### config.mk
export PLATFORM = sky130hd
export DESIGN_NAME = regfile_param
export DESIGN_NICKNAME = d
export VERILOG_FILES = /design/src/rtl/regfile_pkg.sv /design/src/rtl/regfile_rd_port.sv /design/src/rtl/regfile_param.sv
export SDC_FILE = /design/constraint.sdc
export NUM_CORES = 1
export LEC_CHECK = 0
export CAP_MARGIN = 40
export CELL_PAD_IN_SITES_DETAIL_PLACEMENT = 0
export CELL_PAD_IN_SITES_GLOBAL_PLACEMENT = 1
export CORE_ASPECT_RATIO = 1.75
export CORE_MARGIN = 4
export CORE_UTILIZATION = 53
export DETAILED_ROUTE_END_ITERATION = 6
export GPL_ROUTABILITY_DRIVEN = 0
export PLACE_DENSITY_LB_ADDON = 0.1
export SYNTH_ARGS = -nofsm -noshare
export SYNTH_HDL_FRONTEND = slang
export SYNTH_SLANG_ARGS = --single-unit
### constraint.sdc
create_clock -name clk -period 5.1 [get_ports clk]
set_clock_uncertainty 0.05 [all_clocks]
set_input_delay 0.765 -clock clk [delete_from_list [all_inputs] [get_ports clk]]
set_output_delay 0.765 -clock clk [all_outputs]
set_load 0.1 [all_outputs]
### src/rtl/regfile_pkg.sv
// Shared definitions for the parameterised register file: default widths and
// the clear/ready state encoding.
package regfile_pkg;
  localparam int DEF_DATA_WIDTH = 64;
  localparam int DEF_ADDR_WIDTH = 3;
  localparam int DEF_NUM_RD     = 2;

  typedef enum logic {
    CLEAR = 1'b0,
    READY = 1'b1
  } state_t;
endpackage

### src/rtl/regfile_rd_port.sv
// One combinational read port: array mux, same-cycle write forwarding and the
// zero-forcing rules (clear in progress, hardwired entry 0).
module regfile_rd_port
  import regfile_pkg::*;
#(
  parameter int DATA_WIDTH = DEF_DATA_WIDTH,
  parameter int ADDR_WIDTH = DEF_ADDR_WIDTH,
  parameter int ZERO_REG   = 0,
  parameter int BYPASS     = 1
) (
  input  state_t                                      state,
  input  logic [(2**ADDR_WIDTH)-1:0][DATA_WIDTH-1:0]  mem,
  input  logic [ADDR_WIDTH-1:0]                       rd_addr,
  input  logic                                        wr_acc,
  input  logic [ADDR_WIDTH-1:0]                       waddr,
  input  logic [DATA_WIDTH-1:0]                       wdata,
  input  logic [DATA_WIDTH/8-1:0]                     wstrb,
  output logic [DATA_WIDTH-1:0]                       rd_data
);

  always_comb begin
    rd_data = mem[rd_addr];
    if (BYPASS != 0 && wr_acc && rd_addr == waddr) begin
      for (int i = 0; i < DATA_WIDTH/8; i++) begin
        if (wstrb[i]) rd_data[8*i +: 8] = wdata[8*i +: 8];
      end
    end
    // Clear-in-progress and the hardwired zero entry override any forwarding.
    if (state == CLEAR || (ZERO_REG != 0 && rd_addr == '0)) rd_data = '0;
  end

endmodule

### src/rtl/regfile_param.sv
// Parameterised register file with byte-strobed writes, NUM_RD read ports and a
// sequenced soft clear that walks every entry before accepting writes.
//   state | meaning
//   CLEAR | zeroing entry clr_idx each edge; reads return 0, writes dropped
//   READY | storage valid; strobed writes accepted
module regfile_param
  import regfile_pkg::*;
#(
  parameter int DATA_WIDTH = DEF_DATA_WIDTH,
  parameter int ADDR_WIDTH = DEF_ADDR_WIDTH,
  parameter int NUM_RD     = DEF_NUM_RD,
  parameter int ZERO_REG   = 0,
  parameter int BYPASS     = 1
) (
  input  logic                         clk,
  input  logic                         reset,
  input  logic [NUM_RD*ADDR_WIDTH-1:0] rd_addr,
  output logic [NUM_RD*DATA_WIDTH-1:0] rd_data,
  input  logic                         wena,
  input  logic [ADDR_WIDTH-1:0]        waddr,
  input  logic [DATA_WIDTH-1:0]        wdata,
  input  logic [DATA_WIDTH/8-1:0]      wstrb,
  input  logic                         clr,
  output logic                         ready,
  output logic                         wr_drop
);

  localparam int DEPTH = 2**ADDR_WIDTH;
  localparam int NB    = DATA_WIDTH/8;

  state_t                               state;
  logic [ADDR_WIDTH-1:0]                clr_idx;
  logic [DEPTH-1:0][DATA_WIDTH-1:0]     mem;
  logic                                 hit_zero;
  logic                                 strb_any;
  logic                                 wr_acc;
  logic                                 wr_bad;

  assign hit_zero = (ZERO_REG != 0) && (waddr == '0);
  assign strb_any = |wstrb;
  assign wr_acc   = (state == READY) && wena && !clr && strb_any && !hit_zero;
  assign wr_bad   = wena && strb_any && ((state == CLEAR) || clr || hit_zero);
  assign ready    = (state == READY);

  always_ff @(posedge clk or negedge reset) begin
    if (!reset) begin
      state   <= CLEAR;
      clr_idx <= '0;
      wr_drop <= 1'b0;
    end else begin
      wr_drop <= wr_bad;
      if (clr) begin
        state   <= CLEAR;
        clr_idx <= '0;
      end else if (state == CLEAR) begin
        clr_idx <= clr_idx + 1'b1;
        if (clr_idx == ADDR_WIDTH'(DEPTH-1)) state <= READY;
      end
    end
  end

  // Storage is deliberately not reset; the clear walk is the only way to zero it.
  always_ff @(posedge clk) begin
    if (state == CLEAR) begin
      mem[clr_idx] <= '0;
    end else if (wr_acc) begin
      for (int i = 0; i < NB; i++) begin
        if (wstrb[i]) mem[waddr][8*i +: 8] <= wdata[8*i +: 8];
      end
    end
  end

  for (genvar p = 0; p < NUM_RD; p++) begin : g_rd
    regfile_rd_port #(
      .DATA_WIDTH (DATA_WIDTH),
      .ADDR_WIDTH (ADDR_WIDTH),
      .ZERO_REG   (ZERO_REG),
      .BYPASS     (BYPASS)
    ) u_rd (
      .state   (state),
      .mem     (mem),
      .rd_addr (rd_addr[p*ADDR_WIDTH +: ADDR_WIDTH]),
      .wr_acc  (wr_acc),
      .waddr   (waddr),
      .wdata   (wdata),
      .wstrb   (wstrb),
      .rd_data (rd_data[p*DATA_WIDTH +: DATA_WIDTH])
    );
  end

endmodule

# Yosys cells after proc, flatten, opt, wreduce, memory -nomap -nowiden
# Index checks and enable logic that the tools add are counted.
[classes]
n_mux = 79
n_eq_ne = 5
magnitude_cmp = 6
n_addsub = 1
bitwise = 3
reduce_logical = 12
[ops]
columns = ["cell", "count"]
rows = [
  ["two-way mux 512 bit", 24],
  ["bitwise mux 512 bit", 8],
  ["demux 64 bit (select 3 bit)", 9],
  ["bitwise AND 512 bit", 1],
  ["two-way mux 64 bit", 8],
  ["NOT 512 bit", 1],
  ["binary-select mux 64 bit (select 3 bit)", 2],
  ["two-way mux 8 bit", 17],
  ["two-way mux 56 bit", 1],
  ["two-way mux 48 bit", 1],
  ["two-way mux 40 bit", 1],
  ["two-way mux 32 bit", 1],
  ["two-way mux 24 bit", 1],
  ["less-than comparator 3 x 4 -> 1 bit, second input constant", 4],
  ["two-way mux 16 bit", 1],
  ["logical AND 1 bit", 9],
  ["OR reduction 8 bit", 1],
  ["== test 3 bit", 2],
  ["greater-or-equal comparator 3 x 1 -> 1 bit, second input constant", 2],
  ["two-way mux 3 bit", 2],
  ["adder 3 x 1 -> 3 bit, second input constant", 1],
  ["== test 3 bit, second input constant", 1],
  ["two-way mux 1 bit", 3],
  ["!= test 2 x 1 -> 1 bit, second input constant", 1],
  ["4 further kinds", 4],
]
[totals]
reg_bits = 517
out_inout_bits = 130
word_cells = 117
in_bits = 85

# Longest topological paths before layout
# Gate-level depths: netlist of the first run.
[logic_depth]
depth_word = 36
depth_mapped = 7
depth_no_buf = 4

# Hierarchy
# From an unflattened synthesis of the first run, not the netlist that was laid out.
[unflattened]
hier_cells = 2624
hier_area_um2 = 33053.0
[by_module_without_submodules]
columns = ["mod", "seq_area_each_um2", "cells_per_inst", "instances", "area_each_um2"]
rows = [
  ["regfile_param", 15499.9, 1842, 1, 23759.0],
  ["regfile_rd_port", 0.0, 391, 2, 4647.0],
]

# Worst setup path after synthesis of the first run
# Ideal clock, no wire load.
[synth_timing]
path_type = "register to output"
start = "register state (netlist: ready)"
end = "output port rd_data[111]"
setup_slack_ns = 0.892
arrival_ns = 3.393
n_path_buf = 4
stages_incl_launch_ff = 7
t_required_ns = 4.285
path_cell_list = "dfrtp_1 -> buf_2 -> buf_6 -> buf_4 -> clkbuf_1 -> o21ai_0 -> a21oi_1"
[synth_via]
elab_chain_len = 6
[synth_rtl]
columns = ["item", "line_no", "source"]
rows = [
  ["from (decl)", "regfile_param.sv:31", "state_t state;"],
  ["from (signal assigned)", "regfile_param.sv:47", "state <= CLEAR;"],
  ["from (signal assigned)", "regfile_param.sv:53", "state <= CLEAR;"],
  ["from (signal assigned)", "regfile_param.sv:57", "if (clr_idx == ADDR_WIDTH'(DEPTH-1)) state <= READY;"],
  ["logical AND 1 bit (3 in series)", "regfile_param.sv:41", "assign wr_acc = (state == READY) && wena && !clr && strb_any && !hit_zero;"],
  ["logical AND 1 bit", "regfile_rd_port.sv:23", "if (BYPASS != 0 && wr_acc && rd_addr == waddr) begin"],
  ["two-way mux 64 bit", "regfile_rd_port.sv:23", ""],
  ["two-way mux 64 bit (*)", "regfile_rd_port.sv:29", "if (state == CLEAR || (ZERO_REG != 0 && rd_addr == '0)) rd_data = '0;"],
  ["to (decl)", "regfile_param.sv:18", "output logic [NUM_RD*DATA_WIDTH-1:0] rd_data,"],
]
# Every way passes the cells marked *; elsewhere a longest branch is shown, timed or not.

# Final worst setup path of the first run
[layout_timing]
start = "input port waddr[1]"
end = "output port rd_data[64]"
[layout_via]
elab_chain_len = 4
[layout_rtl]
columns = ["item", "line_no", "source"]
rows = [
  ["from (decl)", "regfile_param.sv:20", "input logic [ADDR_WIDTH-1:0] waddr,"],
  ["== test 3 bit", "regfile_rd_port.sv:23", ""],
  ["logical AND 1 bit", "regfile_rd_port.sv:23", ""],
  ["two-way mux 64 bit", "regfile_rd_port.sv:23", ""],
  ["two-way mux 64 bit", "regfile_rd_port.sv:29", ""],
]
# Every way passes these cells.

==> results of run 1 <==
[critical path: stages]
cell and delay [ns]:
clkdlybuf4s50_1 0.75, xnor2_2 0.50, nand4_1 0.73, o21ai_0 0.44, a21oi_1 0.12, buf_12 0.23
[cells in the mapped netlist (all sizes together) (8+ instances only)]
library cell    n  area share [%]
a211oi         14            0.34
a21oi         224             3.7
a22o          512              14
and3           65             1.3
and4b           8            0.26
buf           214             3.5
clkbuf        105             1.3
edfxtp        512              49
mux2i         242             7.8
mux4          144              10
nand4          16            0.32
nor2           93             1.1
o21ai         129             2.1
o22ai         112             2.3
[path summary, 6_finish.rpt]
kind | slack [ns] | to | startpoint | cells after the start
worst max-delay path | 0.73 | rd_data[64] | waddr[1] | 6
worst min-delay path | 0.42 | clr_idx[2] | reset | 1
worst max register to register | 1.82 | mem[329] | ready | 5
worst min register to register | 0.55 | mem[153] | mem[153] | 1
max in group asynchronous | 4.24 | ready | reset | 1
min in group clk | 0.55 | mem[153] | mem[153] | 1
[metrics by stage]
step                      total power, mW  utilization [%]  instance area (sq um)  std cells
after floorplan                      9.57                -                  31100       2430
after global placement               10.5             59.2                  34400       3174
after detailed placement             10.7             60.4                  35100       3232
after CTS                            14.5             63.1                  36700       3321
after global routing                 15.0             63.1                  36700       3321
final                                14.6             63.1                  36700       3323
[layer usage]
metal  vias to the layer above  routed length (microns)  track usage, %
met5                         -                       48               0
met4                         8                     6140            16.2
met3                       415                    13100            7.63
met2                      2050                    54000            56.6
met1                     12600                    39300            44.9
li1                      10200                        -               -
[power breakdown]
| part | total [mW] | internal (mW) | switching [mW] | leakage (nW) |
|---|---|---|---|---|
| clock | 3.80 | 2.10 | 1.70 | 0.779 |
| sequential | 7.39 | 6.34 | 1.04 | 6.16 |
| combinational | 3.36 | 1.94 | 1.42 | 7.17 |
[cells by family (layout without fill, tap and decap cells)]
logic type	Yosys count	in the layout	synth area share, %
AOI/OAI and AO/OA	997	997	23.2
xor gates and xnor gates	7	7	0.342
adders and majority gates	2	2	0.0805
buffers and inverters	323	441	4.86
DFF	517	517	49.9
muxes	386	386	18.2
other	0	2	0
and+or+nand+nor	198	198	3.42
[state kept, by name, summed over array words and instances, names as in the netlist]
register,cells
clr_idx,3
mem,512
ready,1
wr_drop,1
[layout make-up]
cell class | instances | area, sq um
Inverter | 4 | 17.5
Timing Repair Buffer | 348 | 4450
Clock inverter | 26 | 228
Sequential cell | 517 | 15500
Antenna cell | 2 | 5.00
Tap cell | 773 | 967
Clock buffer | 63 | 1370
Fill cell | 4506 | 21400
Multi-Input combinational cell | 1590 | 14100
[placed cells by master, fill, tap and decap left out, types with 92 or more instances in the layout]
cell | Yosys | routed
nor2_1 | 93 | 92
a22o_1 | 512 | 512
o21ai_0 | 123 | 123
buf_12 | 0 | 116
mux2i_1 | 242 | 242
o22ai_1 | 112 | 112
a21oi_1 | 213 | 213
edfxtp_1 | 512 | 512
mux4_2 | 144 | 144
buf_4 | 22 | 140
==> results.md, run 1 <==
- Layout overhead on the synthesized area: 18.1%
- DR WL/cell: 33.9 microns
- Post-CTS Setup Inserts: 0
- Clock Latency Late Sink: 0.61 ns
- Largest net degree at the start of global routing: 103
- Crit path DAT: 3.56 ns
- Routed WL: 113000 microns
- Hold-fix buffers at CTS: 0
- # DRC: 0
- # clock sinks: 517
- Setup TNS: 0 ns
- Crit end category: output pin
- WHS: 0.416 ns
- Htree depth: 2
- Worst Setup Start Kind: input pin
- Peak VDD IR: 0.000265 V
- Worst slack, placed: 0.765 ns
- Netlist cell types: 37
- Starting Density: 53.5%
- WP data required: 4.28 ns
- Grt ovf: 0
- FF+latch count, synth: 517
- Die height: 328 microns
- # Max-Cap Violations: 0
- Drt pass-1 iters: 6
- Layout cells sized above 1: 20.3%
- Post-route setup slack: 0.728 ns
- Vias in the first global route: 25.5k
- Die W: 191 microns
- DR vias/cell: 7.61
- Synthesized area per cell: 12.8 sq um
- Crit Path Max Fanout: 16
- Post-synthesis net count: 2517
- DR vias: 25.3k
- Final Setup Violations: 0
- Slew @ Worst Pin: 0.902 ns
- Synth warn: 0
- Unrepaired setup endpoints after global routing: false
- Initial antenna violation count: 5
- Cell Pwr Density: 397 mW/mm^2
- Total Nets Final: 2598
- First-pass GRT wire length: 165000 microns
- Detailed Route Iter0 Violations: 3136
- Sequential area share after synthesis: 49.9%
- Hold Path Class: in -> async
- Synthesized area: 0.0311 sq mm
- Leak: 14.1 nW
- Main synth FF type: edfxtp_1
- Fmax: 0.229 GHz
- Placed wire-length estimate: 69800 microns
- GRT Total Usage: 34.9%
- DRT antenna net count: 0
- Post-Syn Instances: 2430
- Row cnt: 117
- CTS tree: done
- Slew headroom: 39.7%
- Pins Over Slew Limit: 0
- DIE AREA: 0.0627 sq mm
- Reg clk slew, reported paths: 0.07 ns
- Io pins: 215
- Cts repair resizes: 0
- CP Class: in -> out
- Min Tclk post-route: 4.37 ns
- Clock Path Buffers: 3
- Post-synth EDFFs: 512
- Status: finished clean
- Asr flop ratio synth: 0.967%
- CTS root buf: clkbuf_16
- PortBufs: 214
- Total CTS buffers: 50
- Fin crit share: 85.7%
- Core ar.: 0.0581 sq mm
- Final hold vios: 0
Power figures use the tool's default switching activity.
==> run 2, diff against run 1 <==
Settings changed: CORE_UTILIZATION 53 to 35, SLEW_MARGIN set to 10.
==> run 2 against run 1 <==
Non-clock buffer count up 25. Count of clock-buffer cells in the layout decreased by 2. Largest cell class unchanged. Clock power up 7.6%. Sequential share of layout area down 1.1 points. Sequential power is essentially flat. Highest routed layer is now met4. Via count decreased by 1.2%. Power increased by 2.3%. Critical endpoint is now rd_data[55]. Combinational power is 2% higher. Critical path depth did not move. First-iteration DRC count down 18%.
==> results.md, run 2 (synthesized netlist as in run 1, its figures left out) <==
- Grt ovf: 0
- Leak: 14.3 nW
- Worst r2r src: ready
- Status: finished clean
- Worst Setup Start Kind: input pin
- Total CTS buffers: 53
- DIE AREA: 0.0938 sq mm
- Core ar.: 0.0881 sq mm
- Clock Latency Late Sink: 0.61 ns
- Setup TNS: 0 ns
- Detailed Route Iter0 Violations: 2568
- Largest net degree at the start of global routing: 92
- Most frequent cells in the layout: a22o_1 (512), edfxtp_1 (512), mux2i_1 (242), a21oi_1 (213), mux4_2 (144)
- WP data required: 4.28 ns
- Crit-path cells: clkdlybuf4s50_1, xnor2_2, nand4_1, o21ai_0, a21oi_1, buf_12
- Starting Density: 35.3%
- DR vias: 25.0k
- Placed cell areas: 0.0360 sq mm
- Final hold vios: 0
- Cell Pwr Density: 395 mW/mm^2
- Placed wire-length estimate: 80200 microns
- Crit path DAT: 3.51 ns
- # DRC: 0
- Io pins: 215
- # clock sinks: 517
- DR vias/cell: 6.66
- WHS: 0.391 ns
- Inst Count DP: 3652
- DR WL/cell: 34.4 microns
- Cts repair resizes: 0
- Post-CTS Setup Inserts: 0
- Fmax: 0.231 GHz
- Worst setup startpoint: waddr[1]
- Final Util: 42.8%
- Crit path largest cell delay: 0.73 ns
- Unrepaired setup endpoints after global routing: false
- Fin crit share: 84.8%
- Routed WL: 129000 microns
- Slew headroom: 40.3%
- Peak VDD IR: 0.000260 V
- Total Nets Final: 2626
- Final Setup Violations: 0
- Pins Over Slew Limit: 0
- Htree depth: 2
- CP Depth: 6
- Clock Path Buffers: 3
- Final Instance Area: 0.0377 sq mm
- GRT Total Usage: 26.5%
- # fillers: 8063
- Reg clk slew, reported paths: 0.07 ns
- Final Non-Filler Cells: 3754
- Reg2reg path depth: 7
- Layout cells sized above 1: 21.2%
- CTS root buf: clkbuf_16
- Min Tclk post-route: 4.33 ns
- Slew @ Worst Pin: 0.896 ns
- Largest regs: mem (512), clr_idx (3)
- Die height: 402 microns
- Bufs and invs on worst path: 2
- Critical-path top delay cell: clkdlybuf4s50_1
- Initial antenna violation count: 3
- DRT antenna net count: 0
- Row cnt: 144
- Vias in the first global route: 25.3k
- Hold Path Class: in -> async
- Layout overhead on the synthesized area: 21.3%
- CP Class: in -> out
- Die W: 233 microns
- Top delay family on crit path: buffers and inverters
- Top reg by flops: mem
- Hold-fix buffers at CTS: 0
- First-pass GRT wire length: 183000 microns
- Crit Path Max Fanout: 16
- CTS tree: done
- # Max-Cap Violations: 0
- PortBufs: 214
- Crit end category: output pin
- Max FFs per register: 512
- Drt pass-1 iters: 5
run 2: metrics by stage:
stage | power [mW] | setup WS [ns]
global placement | 10.6 | 0.742
detailed placement | 10.8 | 0.782
CTS | 14.9 | 0.786
floorplan | 9.57 | 0.892
finish | 14.9 | 0.775
global route | 15.5 | 0.580
run 2: final timing paths:
kind,endpoint,slack (ns)
max,rd_data[55],0.77
min,wr_drop,0.39
max reg2reg,mem[240],1.89
min reg2reg,mem[400],0.54
max in group asynchronous,ready,4.29
min in group clk,mem[400],0.54
run 2: routing by layer:
| layer | share of wire (%) | GRT usage, % | vias to the layer above |
|---|---|---|---|
| li1 | - | - | 10300 |
| met1 | 39 | 34.4 | 12900 |
| met4 | 3.9 | 9.39 | 0 |
| met2 | 49 | 44.2 | 1572 |
| met5 | 0 | 0 | - |
| met3 | 8.7 | 4.99 | 278 |
run 2: layout make-up:
class / count / area [sq um] / area share (%)
clock inverter: 35 / 358 / 0.949
tap: 1168 / 1460 / 3.88
inverter: 4 / 17.5 / 0.0465
multi-input combinational: 1590 / 14100 / 37.5
sequential: 517 / 15500 / 41.1
timing repair buffer: 373 / 4840 / 12.8
antenna: 6 / 15.0 / 0.0398
clock buffer: 61 / 1360 / 3.60
run 2: where the power goes:
group	switching, mW	leakage [nW]	internal, mW	total [mW]
clock	1.79	0.840	2.30	4.09
sequential	1.02	6.16	6.34	7.37
combinational	1.48	7.33	1.95	3.43
total	4.29	14.3	10.6	14.9
==> run 3, diff against run 2 <==
Clock period 5.1 ns to 4.5 ns, I/O delays scaled along.
==> run 3 against run 2 <==
Worst hold slack got worse by 0.077 ns. Clock power up 12%. Register-to-register slack got worse by 0.52 ns. Critical endpoint is now rd_data[34]. Largest power group unchanged.
==> results.md, run 3 (synthesized netlist as in run 1, its figures left out) <==
- Placed cell areas: 0.0361 sq mm
- Cts repair resizes: 0
- DR WL/cell: 33.6 microns
- Starting Density: 35.3%
- CTS root buf: clkbuf_16
- CP Class: in -> out
- Final Setup Violations: 0
- # DRC: 0
- Clock Path Buffers: 3
- Pins Over Slew Limit: 0
- Min Tclk post-route: 4.00 ns
- Total CTS buffers: 52
- Placed wire-length estimate: 80400 microns
- Layout cells sized above 1: 21.5%
- Largest regs: mem (512), clr_idx (3)
- Peak VDD IR: 0.000278 V
- Layout overhead on the synthesized area: 21.7%
- Cell Pwr Density: 445 mW/mm^2
- DR vias/cell: 6.59
- Hold-fix buffers at CTS: 0
- Max FFs per register: 512
- DRT antenna net count: 0
- Fin crit share: 89.0%
- Total Nets Final: 2633
- Clock Latency Late Sink: 0.62 ns
- Die W: 233 microns
- Io pins: 215
- Worst slack, placed: 0.590 ns
- Post-route setup slack: 0.497 ns
- Crit Path Max Fanout: 10
- Crit path DAT: 3.28 ns
- Most frequent cells in the layout: a22o_1 (512), edfxtp_1 (512), mux2i_1 (242), a21oi_1 (213)
- Crit end category: output pin
- # Max-Cap Violations: 0
- Die height: 402 microns
- DIE AREA: 0.0938 sq mm
- Final Instance Area: 0.0378 sq mm
- Vias in the first global route: 25.1k
- GRT Total Usage: 26.1%
- Final Util: 42.9%
- Met3 Track Usage GR: 5.69%
- Routed WL: 126000 microns
- Met1 Track Usage GR: 33.8%
- Htree depth: 2
- Largest net degree at the start of global routing: 60
- Core ar.: 0.0881 sq mm
- Slew headroom: 36.2%
- Met2 usage: 43.0%
- Grt ovf: 0
- Post-CTS Setup Inserts: 0
- Setup TNS: 0 ns
- Leak: 14.4 nW
- Final hold vios: 0
- Initial antenna violation count: 5
- Detailed Route Iter0 Violations: 2788
- PortBufs: 214
- Status: finished clean
- Unrepaired setup endpoints after global routing: false
- # clock sinks: 517
- Fmax: 0.250 GHz
- Drt pass-1 iters: 6
- DR vias: 24.8k
- First-pass GRT wire length: 181000 microns
- Top reg by flops: mem
- Grt peak-use layer: met2
- # fillers: 8050
- WP data required: 3.77 ns
- Reg clk slew, reported paths: 0.07 ns
- WHS: 0.314 ns
- Hold Path Class: in -> async
- Slew @ Worst Pin: 0.957 ns
- Row cnt: 144
- Worst Setup Start Kind: input pin
- CTS tree: done
-- run 3: worst paths after layout --
kind / start / to / slack, ns / cells after the start
hold reg to reg: mem[248] / mem[248] / 0.54 / 1
max in group asynchronous: reset / ready / 3.73 / 1
setup / recovery: waddr[2] / rd_data[34] / 0.50 / 7
min in group clk: mem[248] / mem[248] / 0.54 / 1
hold / removal: reset / wr_drop / 0.31 / 1
setup reg to reg: ready / mem[56] / 1.37 / 5
-- run 3: final cells by class --
cell class,instances,area [sq um],share of cell area [%]
tap,1168,1460,3.86
sequential,517,15500,41.0
antenna,4,10.0,0.0265
inverter,4,17.5,0.0463
timing repair buffer,381,5000,13.2
clock inverter,30,320,0.847
multi-input combinational,1590,14100,37.4
clock buffer,64,1370,3.62
-- run 3: worst max-delay path: stages --
cell and delay (ns):
clkdlybuf4s50_1 0.61, buf_4 0.29, xnor2_2 0.39, nand4_1 0.48, buf_4 0.36, a21oi_1 0.25, buf_12 0.21
-- run 3: metrics by stage --
step / power [mW] / instances
after global placement: 12.0 / 3602
after CTS: 16.9 / 3753
after floorplan: 10.9 / 2430
final: 16.8 / 3758
after global routing: 17.5 / 3754
after detailed placement: 12.2 / 3659
-- run 3: per-layer routing --
metal / up-vias / share of wire, %
li1: 10300 / -
met1: 12700 / 39
met2: 1532 / 48
met3: 280 / 9.0
met4: 2 / 4.0
met5: - / 0.010
-- run 3: power breakdown --
part           switching, mW  internal [mW]  total (mW)
Sequential              1.18           7.19        8.36
Clock                   2.04           2.56        4.60
Combinational           1.67           2.21        3.88
Total                   4.89           12.0        16.8
